File: src/rtl/mem_arbiter.sv
// Two-to-one arbiter sharing one SRAM-like memory port between instruction fetch
// and data access; data has priority, with a burst limit that guarantees fetch progress.
module mem_arbiter #(
  parameter int unsigned ADDR_W         = 32,
  parameter int unsigned DATA_W         = 32,
  parameter int unsigned DATA_BURST_MAX = 2
) (
  input  logic              clk,
  input  logic              rst,
  input  logic              inst_req,
  input  logic [ADDR_W-1:0] inst_addr,
  output logic              inst_addr_ok,
  output logic              inst_data_ok,
  output logic [DATA_W-1:0] inst_rdata,
  input  logic              data_req,
  input  logic              data_wr,
  input  logic [3:0]        data_wstrb,
  input  logic [ADDR_W-1:0] data_addr,
  input  logic [DATA_W-1:0] data_wdata,
  output logic              data_addr_ok,
  output logic              data_data_ok,
  output logic [DATA_W-1:0] data_rdata,
  output logic              mem_req,
  output logic              mem_wr,
  output logic [3:0]        mem_wstrb,
  output logic [ADDR_W-1:0] mem_addr,
  output logic [DATA_W-1:0] mem_wdata,
  input  logic              mem_addr_ok,
  input  logic              mem_data_ok,
  input  logic [DATA_W-1:0] mem_rdata,
  output logic              busy
);

  localparam logic [1:0] BURST_LIMIT = 2'(DATA_BURST_MAX);

  typedef enum logic [1:0] {IDLE, ADDR, DATA} state_t;

  state_t     state;
  state_t     next_state;
  logic       grant_inst;
  logic       grant_data;
  logic       complete;
  logic       owner_data;
  logic [1:0] burst_cnt;

  // Grant decision and transaction sequencing
  always_comb begin
    next_state = state;
    grant_inst = 1'b0;
    grant_data = 1'b0;
    complete   = 1'b0;
    case (state)
      IDLE: begin
        grant_data = data_req && !(inst_req && (burst_cnt == BURST_LIMIT));
        grant_inst = inst_req && !grant_data;
        if (grant_data || grant_inst) next_state = ADDR;
      end
      ADDR: begin
        if (mem_addr_ok) begin
          if (mem_data_ok) begin
            complete   = 1'b1;
            next_state = IDLE;
          end else begin
            next_state = DATA;
          end
        end
      end
      DATA: begin
        if (mem_data_ok) begin
          complete   = 1'b1;
          next_state = IDLE;
        end
      end
      default: next_state = IDLE;
    endcase
  end

  assign inst_addr_ok = grant_inst;
  assign data_addr_ok = grant_data;

  always_ff @(posedge clk or posedge rst) begin
    if (rst) state <= IDLE;
    else     state <= next_state;
  end

  // Request latch, response capture and status
  always_ff @(posedge clk or posedge rst) begin
    if (rst) begin
      owner_data   <= 1'b0;
      mem_req      <= 1'b0;
      mem_wr       <= 1'b0;
      mem_wstrb    <= 4'b0;
      mem_addr     <= '0;
      mem_wdata    <= '0;
      busy         <= 1'b0;
      inst_data_ok <= 1'b0;
      data_data_ok <= 1'b0;
      inst_rdata   <= '0;
      data_rdata   <= '0;
    end else begin
      inst_data_ok <= 1'b0;
      data_data_ok <= 1'b0;
      if (grant_data) begin
        owner_data <= 1'b1;
        mem_req    <= 1'b1;
        busy       <= 1'b1;
        mem_wr     <= data_wr;
        mem_wstrb  <= data_wr ? data_wstrb : 4'b0;
        mem_addr   <= data_addr;
        mem_wdata  <= data_wdata;
      end else if (grant_inst) begin
        owner_data <= 1'b0;
        mem_req    <= 1'b1;
        busy       <= 1'b1;
        mem_wr     <= 1'b0;
        mem_wstrb  <= 4'b0;
        mem_addr   <= inst_addr;
        mem_wdata  <= '0;
      end
      if (state == ADDR && mem_addr_ok) mem_req <= 1'b0;
      if (complete) begin
        busy <= 1'b0;
        if (owner_data) begin
          data_data_ok <= 1'b1;
          data_rdata   <= mem_wr ? '0 : mem_rdata;
        end else begin
          inst_data_ok <= 1'b1;
          inst_rdata   <= mem_rdata;
        end
      end
    end
  end

  // Consecutive data grants while fetch waits; saturates at the limit
  always_ff @(posedge clk or posedge rst) begin
    if (rst) begin
      burst_cnt <= 2'd0;
    end else if (grant_data) begin
      if (!inst_req)                      burst_cnt <= 2'd0;
      else if (burst_cnt != BURST_LIMIT)  burst_cnt <= burst_cnt + 2'd1;
    end else if (grant_inst) begin
      burst_cnt <= 2'd0;
    end
  end

endmodule

File: config.mk
export PLATFORM = sky130hd
export DESIGN_NAME = mem_arbiter
export DESIGN_NICKNAME = d
export VERILOG_FILES = /design/src/rtl/mem_arbiter.sv
export SDC_FILE = /design/constraint.sdc
export NUM_CORES = 1
export LEC_CHECK = 0
export BUFFER_PORTS_ARGS = -buffer_cell sky130_fd_sc_hd__buf_2
export CORE_MARGIN = 2
export CORE_UTILIZATION = 48
export DETAILED_ROUTE_END_ITERATION = 6
export PLACE_DENSITY_LB_ADDON = 0.2
export RECOVER_POWER = 100
export SYNTH_ARGS = -nofsm -noshare
export SYNTH_HDL_FRONTEND = slang
export SYNTH_SLANG_ARGS = --single-unit
File: constraint.sdc
create_clock -name clk -period 6.4 [get_ports clk]
set_input_delay 1.6 -clock clk [delete_from_list [all_inputs] [get_ports clk]]
set_output_delay 1.6 -clock clk [all_outputs]
set_load 0.01 [all_outputs]
[Word-level counts from Yosys, hierarchy flattened]
Cells that the tools add are included.
Word-level totals
  ROM bits: 0
  logic and storage cells: 71
  flip-flop bits (word level): 142
  bits in writable memories: 0
  output and inout bits: 139
  input port bits: 139
  memories: 0
  latch bits: 0
Operators by class
  $mul: 0
  order comparisons: 0
  $add $sub $neg: 1
  equal/unequal tests: 8
  shift operators: 0
  mux-type cells: 33
  divide/modulo/power cells: 0
  bitwise logic cells: 1
  reduce and logical (&&, ||, !) cells: 15
Operator list (count)
  2-to-1 mux 32 bit: 5
  2-to-1 mux 2 bit: 8
  2-to-1 mux 1 bit: 15
  2-to-1 mux 4 bit: 3
  inequality test 2 bit (second input constant): 4
  case mux 2 bit (3 select lines): 1
  AND reduction 2 bit: 3
  nonzero test 3 bit: 2
  equality test 2 bit (second input constant): 2
  logical AND 1 bit: 4
  inequality test 3 x 2 -> 1 bit (second input constant): 1
  AND reduction 3 bit: 1
  adder 2 x 1 -> 2 bit (second input constant): 1
  equality test 2 x 1 -> 1 bit (second input constant): 1
  logical NOT 1 bit: 2
  logical NOT 2 bit: 1
  case mux 1 bit (2 select lines): 1
  nonzero test 2 bit: 1
  logical OR 1 bit: 1
  NOT 1 bit: 1

[Longest topological paths before layout]
  depth in word-level cells: 10
  mapped depth: 7
  depth with buffers taken out: 5

[Least setup slack after synthesis]
No wires, ideal clock.
  path kind: input -> output
  start point: in inst_req
  end point: out data_addr_ok
  arrival: 2.212 ns
  required time: 4.800 ns
  path slack: 2.588 ns
  cell stages on the path: 5
  buffers on the path: 2
  cells stage by stage: nand2_1 > nand3_1 > buf_2 > buf_2 > inv_1
Between the ends
  longest elaborated chain between the ends: 4
RTL lines
  start: declaration: RTL line 10  | input logic inst_req,
  logical AND 1 bit: RTL line 54  | grant_data = data_req && !(inst_req && (burst_cnt == BURST_LIMIT));
  logical NOT 1 bit: RTL line 54
  logical AND 1 bit: RTL line 54
  2-to-1 mux 1 bit: RTL line 52  | case (state)
  end: declaration: RTL line 20  | output logic data_addr_ok,
No other way between the ends.

[Worst setup path in the final report]
Ends and elaborated chain as after synthesis.

==> reports/results.txt <==
Status - complete, but fails checks
Failing checks - capacitance limit, slew limit
Vias per std cell - 5.07
Drt wl/cell - 16.5 µm
Starting Density - 0.493
Root Driver - clkbuf_16
Sequential fraction of design power - 0.373
Maximum buffer depth of the clock tree - 2
Layout area overhead - 27.0%
CTS tree - yes
WL met2 - 8.10 mm
Proportion of netlist area held by the largest area contributor - 0.544
Post-CTS Hold Fix Bufs - 0
Top cells by area, synth - dfrtp_1 54%, mux2_4 13%, mux2_2 7.1%, mux2i_1 5.7%, o41ai_1 4.3%
Final Setup Violations - 0
Static Leak - 4.25 nW
Final hold violation count - 0
Post-CTS sizing - 0
ANT nets after route - 0
Nets@finish - 930
Worst Path Arrival - 2.96 ns
CP peak stage delay - 0.72 ns
Period utilization - 0.713
Worst hold path class - reg -> reg
Worst-path clk slew - 0.06 ns
Vias in the first global route - 5051
Via count of the routed design - 4944
Logic gate share of total power - 0.385
Post-Syn Nets - 665
Grt ovf - 0
Core area - 13200 µm²
Layout cells sized above 1 - 0.300
Mean post-synth cell area - 12.5 µm²
Top_reg_cell synth - dfrtp_1
Max Used Layer - met4
Count leader, synth - dfrtp_1
Global-route wire length before repair - 25.3 mm
GPL Wtd Cong - 0.791
Most frequent cells after synthesis - 142 x dfrtp_1, 70 x inv_1, 56 x mux2_4
RSZ-0062 raised after global routing - false
Max_cap viols - 3
Die Area - 14500 µm²
Chip height - 121 µm
Required @ worst endpoint - 4.80 ns
Cell Chain, Critical Path - clkbuf_1 > nand2_1 > nand3_1 > inv_1 > clkbuf_1
PortBufs - 277
CP delay by family, top - simple AND/OR/NAND/NOR gates
Switching Fraction - 0.360
Placed Area - 8000 µm²
CP most frequent cell - clkbuf_1
Max Clk Rate - 0.219 GHz
Clock Latency Late Sink - 0.42 ns
Post-synth EDFFs - 0
Min Clock Period, post-route - 4.56 ns
HPWL after DPL - 11.3 mm
Mapped Cells - 521
Largest net degree at the start of global routing - 110
Power Dens Cells - 505 nW/µm²
Max FO, Critical Path - 18
CTS sink count - 142
TritonRoute pass-1 iters - 4
FF+latch count, synth - 142
Startpoint types - input pin
Met3 WL - 1.16 mm
Top Ports - 278
H-Tree Depth - 4
Net Switching - 1.51 mW
Starting DRT DRC Count - 286
Critical setup path kind - in -> out
Row count - 42
M1 WL - 6.53 mm
Register area share after synthesis - 0.544
Clk_skew - 0.0109 ns
Fin area - 8290 µm²
Routed WL - 16.1 mm
CP Capture Type - output pin
Synth Warn # - 0
Postcts setup bufs - 0
Slew Limit Fails - 158
Residual DRC - 0
Worst VDD drop - 0.377 mV
Cts bufs inserted - 17
Slew margin rel. - -0.708
Antenna violations before repair - 1
P_int - 2.68 mW
Setup_tns - 0 ns
CP max stage cell - nand3_1
Async SR Flop Fraction - 1.00
Clock network power share - 0.241
Tightest Pin Transition - 2.56 ns
Buf/Inv on CP - 3
Largest area contributor in the netlist - dfrtp_1
Netlist cell types - 27
Die X - 121 µm
GRT Total Usage - 0.224
Netlist Area Pre-Place - 6530 µm²
-- worst reg2reg max path, cell delays in order (launching register included) --
cell and delay [ns]:
dfrtp_1 0.37, inv_1 0.09, ha_1 0.24, a21oi_4 0.12
clkbuf_1 1.82, nor3_1 0.33, buf_4 0.43, mux2_2 0.35
-- power by group through the flow --
stage	Combinational, mW	Sequential [mW]	Clock (mW)
2_1_floorplan	1.05	1.71	0
3_3_place_gp	1.80	1.54	0
3_5_place_dp	1.85	1.56	0
4_1_cts	1.85	1.55	1.03
5_1_grt	1.77	1.61	1.07
6_report	1.61	1.56	1.01
-- kinds of logic (layout without fill, tap and decap cells) --
logic type / count (synthesis) / count (layout) / share of synthesized area
other: 0 / 1 / 0
AND/OR/NAND/NOR: 62 / 62 / 0.0410
AO/OA/AOI/OAI: 72 / 72 / 0.0759
flip-flops: 142 / 142 / 0.544
buffers and inverters: 106 / 384 / 0.0728
multiplexers: 134 / 134 / 0.256
adder cells (fa/ha/maj): 5 / 5 / 0.00958
-- stage by stage --
step / setup slack (ns) / instances / total power [mW] / utilization / hold slack [ns]
detailed placement: 2.41 / 943 / 3.40 / 0.604 / 0.475
floorplan: 0.990 / 521 / 2.76 / - / 0.454
global placement: 2.41 / 943 / 3.34 / 0.604 / 0.466
global route: 1.62 / 976 / 4.46 / 0.626 / 0.510
finish: 1.84 / 976 / 4.18 / 0.626 / 0.487
CTS: 2.41 / 975 / 4.44 / 0.650 / 0.488
-- flip-flops by register name, indices dropped and copies added (netlist names) --
signal	cells
mem_addr	32
data_rdata	32
mem_wdata	32
burst_cnt	2
owner_data	1
data_data_ok	1
mem_wr	1
inst_rdata	32
busy	1
state	2
inst_data_ok	1
mem_req	1
mem_wstrb	4
-- routing by layer --
layer | global-route usage | vias up
li1 | - | 2310
met1 | 0.276 | 2423
met2 | 0.373 | 186
met3 | 0.0698 | 25
met4 | 0.0756 | 0
met5 | 0 | -
-- path summary, 6_finish.rpt --
check / endpoint / from / cells after the start / slack, ns
max: data_addr_ok / inst_req / 5 / 1.84
min: burst_cnt[1]$_DFFE_PP0P_ / burst_cnt[1]$_DFFE_PP0P_ / 2 / 0.49
max reg2reg: inst_rdata[20]$_DFFE_PP0P_ / state[1]$_DFFE_PP0P_ / 7 / 2.53
min reg2reg: burst_cnt[1]$_DFFE_PP0P_ / burst_cnt[1]$_DFFE_PP0P_ / 2 / 0.49
max in group asynchronous: inst_rdata[5]$_DFFE_PP0P_ / rst / 3 / 2.75
min in group asynchronous: mem_addr[12]$_DFFE_PP0P_ / rst / 2 / 1.40
-- layout by cell type, fill, tap and decap left out, types with 2 or more instances in the layout --
cell and instances:
buf_2 134, buf_4 2, bufinv_16 3, clkbuf_1 147, clkbuf_16 17, clkbuf_8 3
clkinv_2 3, clkinvlp_4 3, dfrtp_1 142, ha_1 5, inv_1 69, mux2_1 28
mux2_2 41, mux2_4 28, mux2i_1 37, nand2_1 49, nand3_1 2, nor2_1 2
nor2b_1 2, nor3_1 2, o21a_1 2, o21ai_0 35, o41ai_1 32
-- cell type report --
cell class                      instances  area [µm²]
Antenna cell                            1        2.50
Clock buffer                           22         474
Clock inverter                         10         136
Fill cell                            1207        4950
Inverter                               70         268
Multi-Input combinational cell        273        2400
Sequential cell                       142        3550
Tap cell                              176         220
Timing Repair Buffer                  282        1230
Power figures use the tool's default switching activity.
